**config.mk**
```make
export PLATFORM = sky130hd
export DESIGN_NAME = dmem_arbiter
export DESIGN_NICKNAME = d
export VERILOG_FILES = /design/src/rtl/dmem_arbiter.sv
export SDC_FILE = /design/constraint.sdc
export NUM_CORES = 1
export LEC_CHECK = 0
export ABC_CLOCK_PERIOD_IN_PS = 1400
export CAP_MARGIN = 30
export CORE_MARGIN = 10
export CORE_UTILIZATION = 36
export CTS_BUF_LIST = sky130_fd_sc_hd__clkbuf_2
export DETAILED_ROUTE_END_ITERATION = 16
export PLACE_DENSITY_LB_ADDON = 0.08
export REMOVE_ABC_BUFFERS = 1
export SLEW_MARGIN = 10
export SYNTH_ARGS = -nofsm -noshare
export SYNTH_HDL_FRONTEND = slang
export SYNTH_SLANG_ARGS = --single-unit
export TNS_END_PERCENT = 30
```
**constraint.sdc**
```tcl
create_clock -name clk -period 1.4 [get_ports clk]
set_clock_uncertainty 0.15 [all_clocks]
set_input_delay 0.21 -clock clk [delete_from_list [all_inputs] [get_ports clk]]
set_output_delay 0.21 -clock clk [all_outputs]
set_load 0.03 [all_outputs]
```
**src/rtl/dmem_arbiter.sv**
```systemverilog
// -----------------------------------------------------------------------------
// dmem_arbiter
//   Two-requester round-robin arbiter for the single-port, word-indexed data
//   memory. Port 0 is the core load/store unit and port 1 is the debug/DMA
//   master. An accepted request is latched, presented to the memory for one
//   ACCESS cycle, and answered with a one-cycle response pulse on the port
//   that was granted. The arbiter is the only driver of the memory's
//   addr/write_data/write_enable.
//
//   Optional feature macro: DMEM_ARB_BOUNDS_CHECK_EN
//     defined   : a latched address >= DEPTH suppresses the write, forces
//                 mem_addr to 0 and returns rsp_err = 1 with rsp_rdata = 0.
//     undefined : no bounds check; rsp_err is always 0.
//
// Ports
//   clk, reset_n                 clock, synchronous active-low reset
//   pX_req_valid/ready           request handshake (X = 0, 1)
//   pX_req_we/addr/wdata         request write flag, word address, write data
//   pX_rsp_valid/rdata/err       one-cycle response pulse with data and error
//   mem_addr/mem_wdata/mem_we    to the data memory
//   mem_rdata                    from the data memory, combinational on addr
// -----------------------------------------------------------------------------
module dmem_arbiter #(
   parameter int DATA_W = 32,
   parameter int ADDR_W = 32,
   parameter int DEPTH  = 1024
) (
   input  logic              clk,
   input  logic              reset_n,
   input  logic              p0_req_valid,
   output logic              p0_req_ready,
   input  logic              p0_req_we,
   input  logic [ADDR_W-1:0] p0_req_addr,
   input  logic [DATA_W-1:0] p0_req_wdata,
   output logic              p0_rsp_valid,
   output logic [DATA_W-1:0] p0_rsp_rdata,
   output logic              p0_rsp_err,
   input  logic              p1_req_valid,
   output logic              p1_req_ready,
   input  logic              p1_req_we,
   input  logic [ADDR_W-1:0] p1_req_addr,
   input  logic [DATA_W-1:0] p1_req_wdata,
   output logic              p1_rsp_valid,
   output logic [DATA_W-1:0] p1_rsp_rdata,
   output logic              p1_rsp_err,
   output logic [ADDR_W-1:0] mem_addr,
   output logic [DATA_W-1:0] mem_wdata,
   output logic              mem_we,
   input  logic [DATA_W-1:0] mem_rdata
);

   typedef enum logic [0:0] {
      ST_IDLE   = 1'b0,
      ST_ACCESS = 1'b1
   } state_t;

`ifdef DMEM_ARB_BOUNDS_CHECK_EN
   localparam logic [ADDR_W:0] DEPTH_C = (ADDR_W+1)'(DEPTH);
`endif

   state_t              state_r;
   logic                last_grant_r;
   logic                grant_id_r;
   logic                we_r;
   logic                err_r;
   logic                mem_we_r;
   logic [ADDR_W-1:0]   mem_addr_r;
   logic [DATA_W-1:0]   mem_wdata_r;
   logic                p0_rsp_valid_r;
   logic [DATA_W-1:0]   p0_rsp_rdata_r;
   logic                p0_rsp_err_r;
   logic                p1_rsp_valid_r;
   logic [DATA_W-1:0]   p1_rsp_rdata_r;
   logic                p1_rsp_err_r;

   logic                grant_s;
   logic                accept_s;
   logic                sel_we_s;
   logic [ADDR_W-1:0]   sel_addr_s;
   logic [DATA_W-1:0]   sel_wdata_s;
   logic                oob_s;
   logic [DATA_W-1:0]   rsp_rdata_s;

   // Arbitration: pick the winner and select its request fields
   always_comb begin
      grant_s     = 1'b0;
      accept_s    = 1'b0;
      sel_we_s    = 1'b0;
      sel_addr_s  = {ADDR_W{1'b0}};
      sel_wdata_s = {DATA_W{1'b0}};
      // On a tie the port that did not win last time gets the grant.
      if (p0_req_valid && p1_req_valid) begin
         grant_s = ~last_grant_r;
      end else if (p0_req_valid) begin
         grant_s = 1'b0;
      end else begin
         grant_s = 1'b1;
      end
      if (grant_s) begin
         sel_we_s    = p1_req_we;
         sel_addr_s  = p1_req_addr;
         sel_wdata_s = p1_req_wdata;
      end else begin
         sel_we_s    = p0_req_we;
         sel_addr_s  = p0_req_addr;
         sel_wdata_s = p0_req_wdata;
      end
      // Ready is held low throughout reset and outside IDLE.
      if (reset_n && (state_r == ST_IDLE) && (p0_req_valid || p1_req_valid)) begin
         accept_s = 1'b1;
      end else begin
         accept_s = 1'b0;
      end
   end

   // Address range check on the selected request
   always_comb begin
`ifdef DMEM_ARB_BOUNDS_CHECK_EN
      oob_s = ({1'b0, sel_addr_s} >= DEPTH_C);
`else
      oob_s = 1'b0;
`endif
   end

   // Response data: writes and rejected accesses return zero
   always_comb begin
      if (we_r || err_r) begin
         rsp_rdata_s = {DATA_W{1'b0}};
      end else begin
         rsp_rdata_s = mem_rdata;
      end
   end

   // Arbiter FSM with registered memory-side and response outputs
   always_ff @(posedge clk) begin
      if (!reset_n) begin
         state_r        <= ST_IDLE;
         last_grant_r   <= 1'b1;
         grant_id_r     <= 1'b0;
         we_r           <= 1'b0;
         err_r          <= 1'b0;
         mem_we_r       <= 1'b0;
         mem_addr_r     <= {ADDR_W{1'b0}};
         mem_wdata_r    <= {DATA_W{1'b0}};
         p0_rsp_valid_r <= 1'b0;
         p0_rsp_rdata_r <= {DATA_W{1'b0}};
         p0_rsp_err_r   <= 1'b0;
         p1_rsp_valid_r <= 1'b0;
         p1_rsp_rdata_r <= {DATA_W{1'b0}};
         p1_rsp_err_r   <= 1'b0;
      end else begin
         case (state_r)
            ST_IDLE: begin
               p0_rsp_valid_r <= 1'b0;
               p1_rsp_valid_r <= 1'b0;
               if (accept_s) begin
                  grant_id_r   <= grant_s;
                  last_grant_r <= grant_s;
                  we_r         <= sel_we_s;
                  err_r        <= oob_s;
                  mem_we_r     <= sel_we_s & ~oob_s;
                  mem_addr_r   <= oob_s ? {ADDR_W{1'b0}} : sel_addr_s;
                  mem_wdata_r  <= sel_wdata_s;
                  state_r      <= ST_ACCESS;
               end else begin
                  state_r      <= ST_IDLE;
               end
            end
            ST_ACCESS: begin
               // Memory writes and read data is captured at this closing edge.
               mem_we_r <= 1'b0;
               state_r  <= ST_IDLE;
               if (grant_id_r) begin
                  p1_rsp_valid_r <= 1'b1;
                  p1_rsp_rdata_r <= rsp_rdata_s;
                  p1_rsp_err_r   <= err_r;
                  p0_rsp_valid_r <= 1'b0;
               end else begin
                  p0_rsp_valid_r <= 1'b1;
                  p0_rsp_rdata_r <= rsp_rdata_s;
                  p0_rsp_err_r   <= err_r;
                  p1_rsp_valid_r <= 1'b0;
               end
            end
            default: begin
               state_r        <= ST_IDLE;
               mem_we_r       <= 1'b0;
               p0_rsp_valid_r <= 1'b0;
               p1_rsp_valid_r <= 1'b0;
            end
         endcase
      end
   end

   assign p0_req_ready = accept_s & ~grant_s;
   assign p1_req_ready = accept_s &  grant_s;

   // The write strobe is cut as soon as reset asserts so that a reset
   // landing on the ACCESS closing edge never commits the write.
   assign mem_we       = mem_we_r & reset_n;
   assign mem_addr     = mem_addr_r;
   assign mem_wdata    = mem_wdata_r;

   assign p0_rsp_valid = p0_rsp_valid_r;
   assign p0_rsp_rdata = p0_rsp_rdata_r;
   assign p0_rsp_err   = p0_rsp_err_r;
   assign p1_rsp_valid = p1_rsp_valid_r;
   assign p1_rsp_rdata = p1_rsp_rdata_r;
   assign p1_rsp_err   = p1_rsp_err_r;

endmodule

```
After elaboration in Yosys (flattened, before gate mapping)
Cells that the tools add are included.

word-level totals
  input port bits = 166
  register bits after elaboration = 135
  bits in writable memories = 0
  latch bits = 0
  memories kept = 0
  ROM bits = 0

cells by class
  bitwise logic cells = 7
  shifts and indexed selects = 0
  $mul = 0
  equality and inequality tests = 1
  div/mod/pow operators = 0
  multiplexer cells = 15
  $add $sub $neg = 0
  $lt $le $gt $ge = 0
  reduce and logical (&&, ||, !) cells = 7

operators by type and width
  kind                count
  $mux 32             3
  $mux 1              8
  $pmux 1 s2          4
  $reduce_and 2->1    3
  $not 1->1           4
  $and 1x1->1         3
  $logic_and 1x1->1   3
  $ne 2x2->1 const B  1
  $logic_or 1x1->1    1

Longest topological paths before layout
  depth after elaboration = 6
  depth in mapped cells = 8

Worst setup path after synthesis
No wires, ideal clock.

  path type = reg-to-reg
  start point = register state_r
  end point = register mem_addr_r[0], in the netlist mem_addr[0]
  path buffers = 1
  library setup time = 0.067 ns
  data arrival time = 1.401 ns
  setup slack = -0.218 ns
  stages on the path, launching flop included = 6
  path through = dfxtp_1 -> nor2b_4 -> and3_1 -> clkbuf_1 -> a222oi_1 -> nor2b_1

on the way
  word-level cells in the longest chain between the ends = 5

RTL lines
  element                         line  source
  from (decl)                     61    state_t state_r;
  from (signal assigned)          137   state_r <= ST_IDLE;
  from (signal assigned)          164   state_r <= ST_ACCESS;
  from (signal assigned)          166   state_r <= ST_IDLE;
  $not 1->1 (no line) *           -
  $logic_and 1x1->1 (2 in a row)  109   if (reset_n && (state_r == ST_IDLE) && (p0_req_valid || p1_req_valid)) begin
  $mux 1                          109
  $reduce_and 2->1 (no line) *    -
  to (signal assigned)            143   mem_addr_r <= {ADDR_W{1'b0}};
  to (signal assigned)            162   mem_addr_r <= oob_s ? {ADDR_W{1'b0}} : sel_addr_s;
  to (decl)                       67    logic [ADDR_W-1:0] mem_addr_r;

Mark *: on every way between the ends. The rest lies on a longest branch, timed or not.
A chain may end at the register's enable or synchronous reset.

Final worst setup path
  start point = register last_grant_r
  end point = output p0_req_ready

on the way
  word-level cells in the longest chain between the ends = 4

RTL lines
  element                 line  source
  from (decl)             62    logic last_grant_r;
  from (signal assigned)  158   last_grant_r <= grant_s;
  $not 1->1               93    grant_s = ~last_grant_r;
  $mux 1                  92    if (p0_req_valid && p1_req_valid) begin
  $not 1->1               195   assign p0_req_ready = accept_s & ~grant_s;
  $and 1x1->1             195
  to (decl)               31    output logic p0_req_ready,

No other way between the ends.

==> run metrics <==
# clock sinks 135; worst hold stages 5; drt pass-1 iters 10; Seq cells post-synth 135; full die area 20,100 um2; syn avg cell area 9.41 um2; CTS H-tree depth 4; Max VDD drop 735 uV; most frequent cell after synthesis dfxtp_1; ANT nets after route 0; total power 9950 uW; status finished with violations; Core Region 14,500 um2; Max Freq 0.476 GHz; initial antenna violation count 5; first-pass GRT wire length 40,000 um; Clock Latency Late Sink 0.72 ns; vias in the first global route 6,996; Final Hold Fails 1; max_cap viols 0; DR iter-0 viols 726; RSZ-0062 raised after global routing yes; Site Rows 44; worst-margin pin slew 0.636 ns; top cells by area, synth dfxtp_1 (51%), a222oi_1 (12%), nor2b_1 (11%); Ys Warns 0; arrival time at the worst endpoint 1.74 ns; top cells by count, synth dfxtp_1 (135), nand2_1 (131), nor2b_1 (97), a21boi_0 (64), a222oi_1 (64); Final Critical Period 2.10 ns; routability congestion estimate 0.792; WL/cell 23.0 um; clock root buffer clkbuf_2; crit path max fanout 3; via/cell ratio 5.36; area leader, netlist dfxtp_1; HPWL after DPL 15,700 um; Slew Viols, Final 0; CTS tree done; Remaining DRCs 0; Required @ worst endpoint 1.04 ns; largest net degree at the start of global routing 74; Post-Syn Instances 568; count of cell types in the netlist 23; Synth-to-Final Area Change 118%; Hold Slack -0.106 ns; Initial Util 36.8%; failing checks hold timing, setup timing; Crit. End Element output pin; fillcell total 825; GRT overflow 0; Critical Path Start Type flop; vias 6,674; Synth top area share 50.5%; number of synthesized flops with an enable pin 0; share of cells above drive strength 1 34.7%; Finish-stage setup viols 201; Slew headroom 57.6%; fin nets 1,208; clock buffer depth 2; register area share after synthesis 50.5%; IO Pins 301; die height 142 um; Pwr per Cell Area 854 nW/um2; Min-Delay Path Class primary input to flop; placed cell count 1,019; CP Class flop to output pin; clk slew on worst S/H paths 0.19 ns; Post-Layout Cell Count 1,245; Inserted Clock Buffers 17; Final period util 150%; Reg2Reg Depth 7; Lkg Pwr 0.00457 uW; final WL 28,700 um; Async SR Flop Fraction 0%; most used flip-flop cell after synthesis dfxtp_1; I/O Buffers 298; Die Span X 142 um; gr usage total 25.5%; PnR worst setup slack -0.699 ns; synthesized area 5350 um2
[cells in the final DEF, fill, tap and decap left out, types with 2 or more instances in the layout]
cell type        count
a222oi_1            64
dfxtp_2            132
nand2_1            131
clkbuf_16            7
buf_8                3
and2_4               2
clkinvlp_4           2
conb_1               2
buf_12              52
dfxtp_4              2
dlygate4sd3_1      156
and3_4               2
bufinv_16            4
buf_16               2
clkinv_4             2
o21ai_1              2
clkdlybuf4s50_1    164
a21boi_1            12
nor2b_4              2
o21ai_4              2
buf_4               26
clkbuf_2            18
a21boi_0            52
diode_2              6
nand2b_1             2
buf_6               97
clkinv_2             6
nor2b_1             96
[cell type report]
class                      count  area, um2  area share [%]
tap                          184        230            1.98
sequential                   135       2880            24.7
timing repair buffer         509       5840            50.2
antenna                        6       15.0           0.129
clock buffer                  18       90.1           0.774
inverter                       1       6.26          0.0537
multi-input combinational    378       2400            20.6
clock inverter                14        183            1.57
[report_power, final]
group / switching (uW) / internal, uW / leakage, uW
Sequential: 186 / 4090 / 0.00116
Clock: 1530 / 1170 / 0.000163
Combinational: 1290 / 1680 / 0.00324
[state kept, by name (all words and copies together), names as in the netlist]
register      count
grant_id_r        1
state_r           1
last_grant_r      1
mem_we_r          1
we_r              1
p0_rsp_valid      1
p0_rsp_rdata     32
p1_rsp_rdata     32
mem_addr         32
p1_rsp_valid      1
mem_wdata        32
[through the flow]
| step | TNS [ns] | util (%) | worst slack, ns | hold slack (ns) | cell area, um2 |
|---|---|---|---|---|---|
| floorplan | -90.22 | - | -1.00 | 0.136 | 5060 |
| global placement | -32.32 | 61.0 | -0.487 | 0.299 | 8860 |
| detailed placement | -32.90 | 61.0 | -0.534 | 0.308 | 8860 |
| CTS | -51.35 | 77.3 | -0.691 | -0.239 | 11200 |
| global route | -70.10 | 80.1 | -0.799 | -0.148 | 11600 |
| finish | -51.78 | 80.1 | -0.699 | -0.106 | 11600 |
[critical path, stage by stage (launching register included)]
cell	delay, ns
dfxtp_2	0.38
nand2b_1	0.17
and3_4	0.21
buf_12	0.13
buf_8	0.13
[kinds of logic (layout without fill, tap and decap cells)]
group | count (synthesis) | in the layout | share of synthesized area [%]
mux | 1 | 1 | 0.187
buf+inv | 57 | 542 | 5.55
flops | 135 | 135 | 50.5
other cells | 1 | 8 | 0.0701
compound gates | 134 | 135 | 21.6
simple gates | 240 | 240 | 22.1
[routing by layer]
layer,vias up,share of wire [%],track usage [%]
li1,2968,-,-
met1,3206,34,25.6
met2,397,52,44.6
met3,103,9.9,9.98
met4,0,4.5,12.9
met5,-,0,0
[path summary, 6_finish.rpt]
path                         from         endpoint  slack (ns)
setup reg to reg          state_r    mem_wdata[11]       -0.50
hold reg to reg   p0_rsp_rdata[5]  p0_rsp_rdata[5]        0.32
setup / recovery     last_grant_r     p0_req_ready       -0.70
hold / removal            reset_n         mem_we_r       -0.11
[what timing repair did]
| action | in CTS | in global routing |
|---|---|---|
| pin swaps | 11 | 60 |
| setup buffers | 9 | 7 |
| gates cloned | 3 | 14 |
| resized for setup | 503 | 32 |
| setup endpoints to repair | 211 | 261 |
| hold buffers | 151 | 6 |
| endpoints found under the hold margin | 130 | 49 |
No activity file was read; power rests on OpenSTA's default activity.
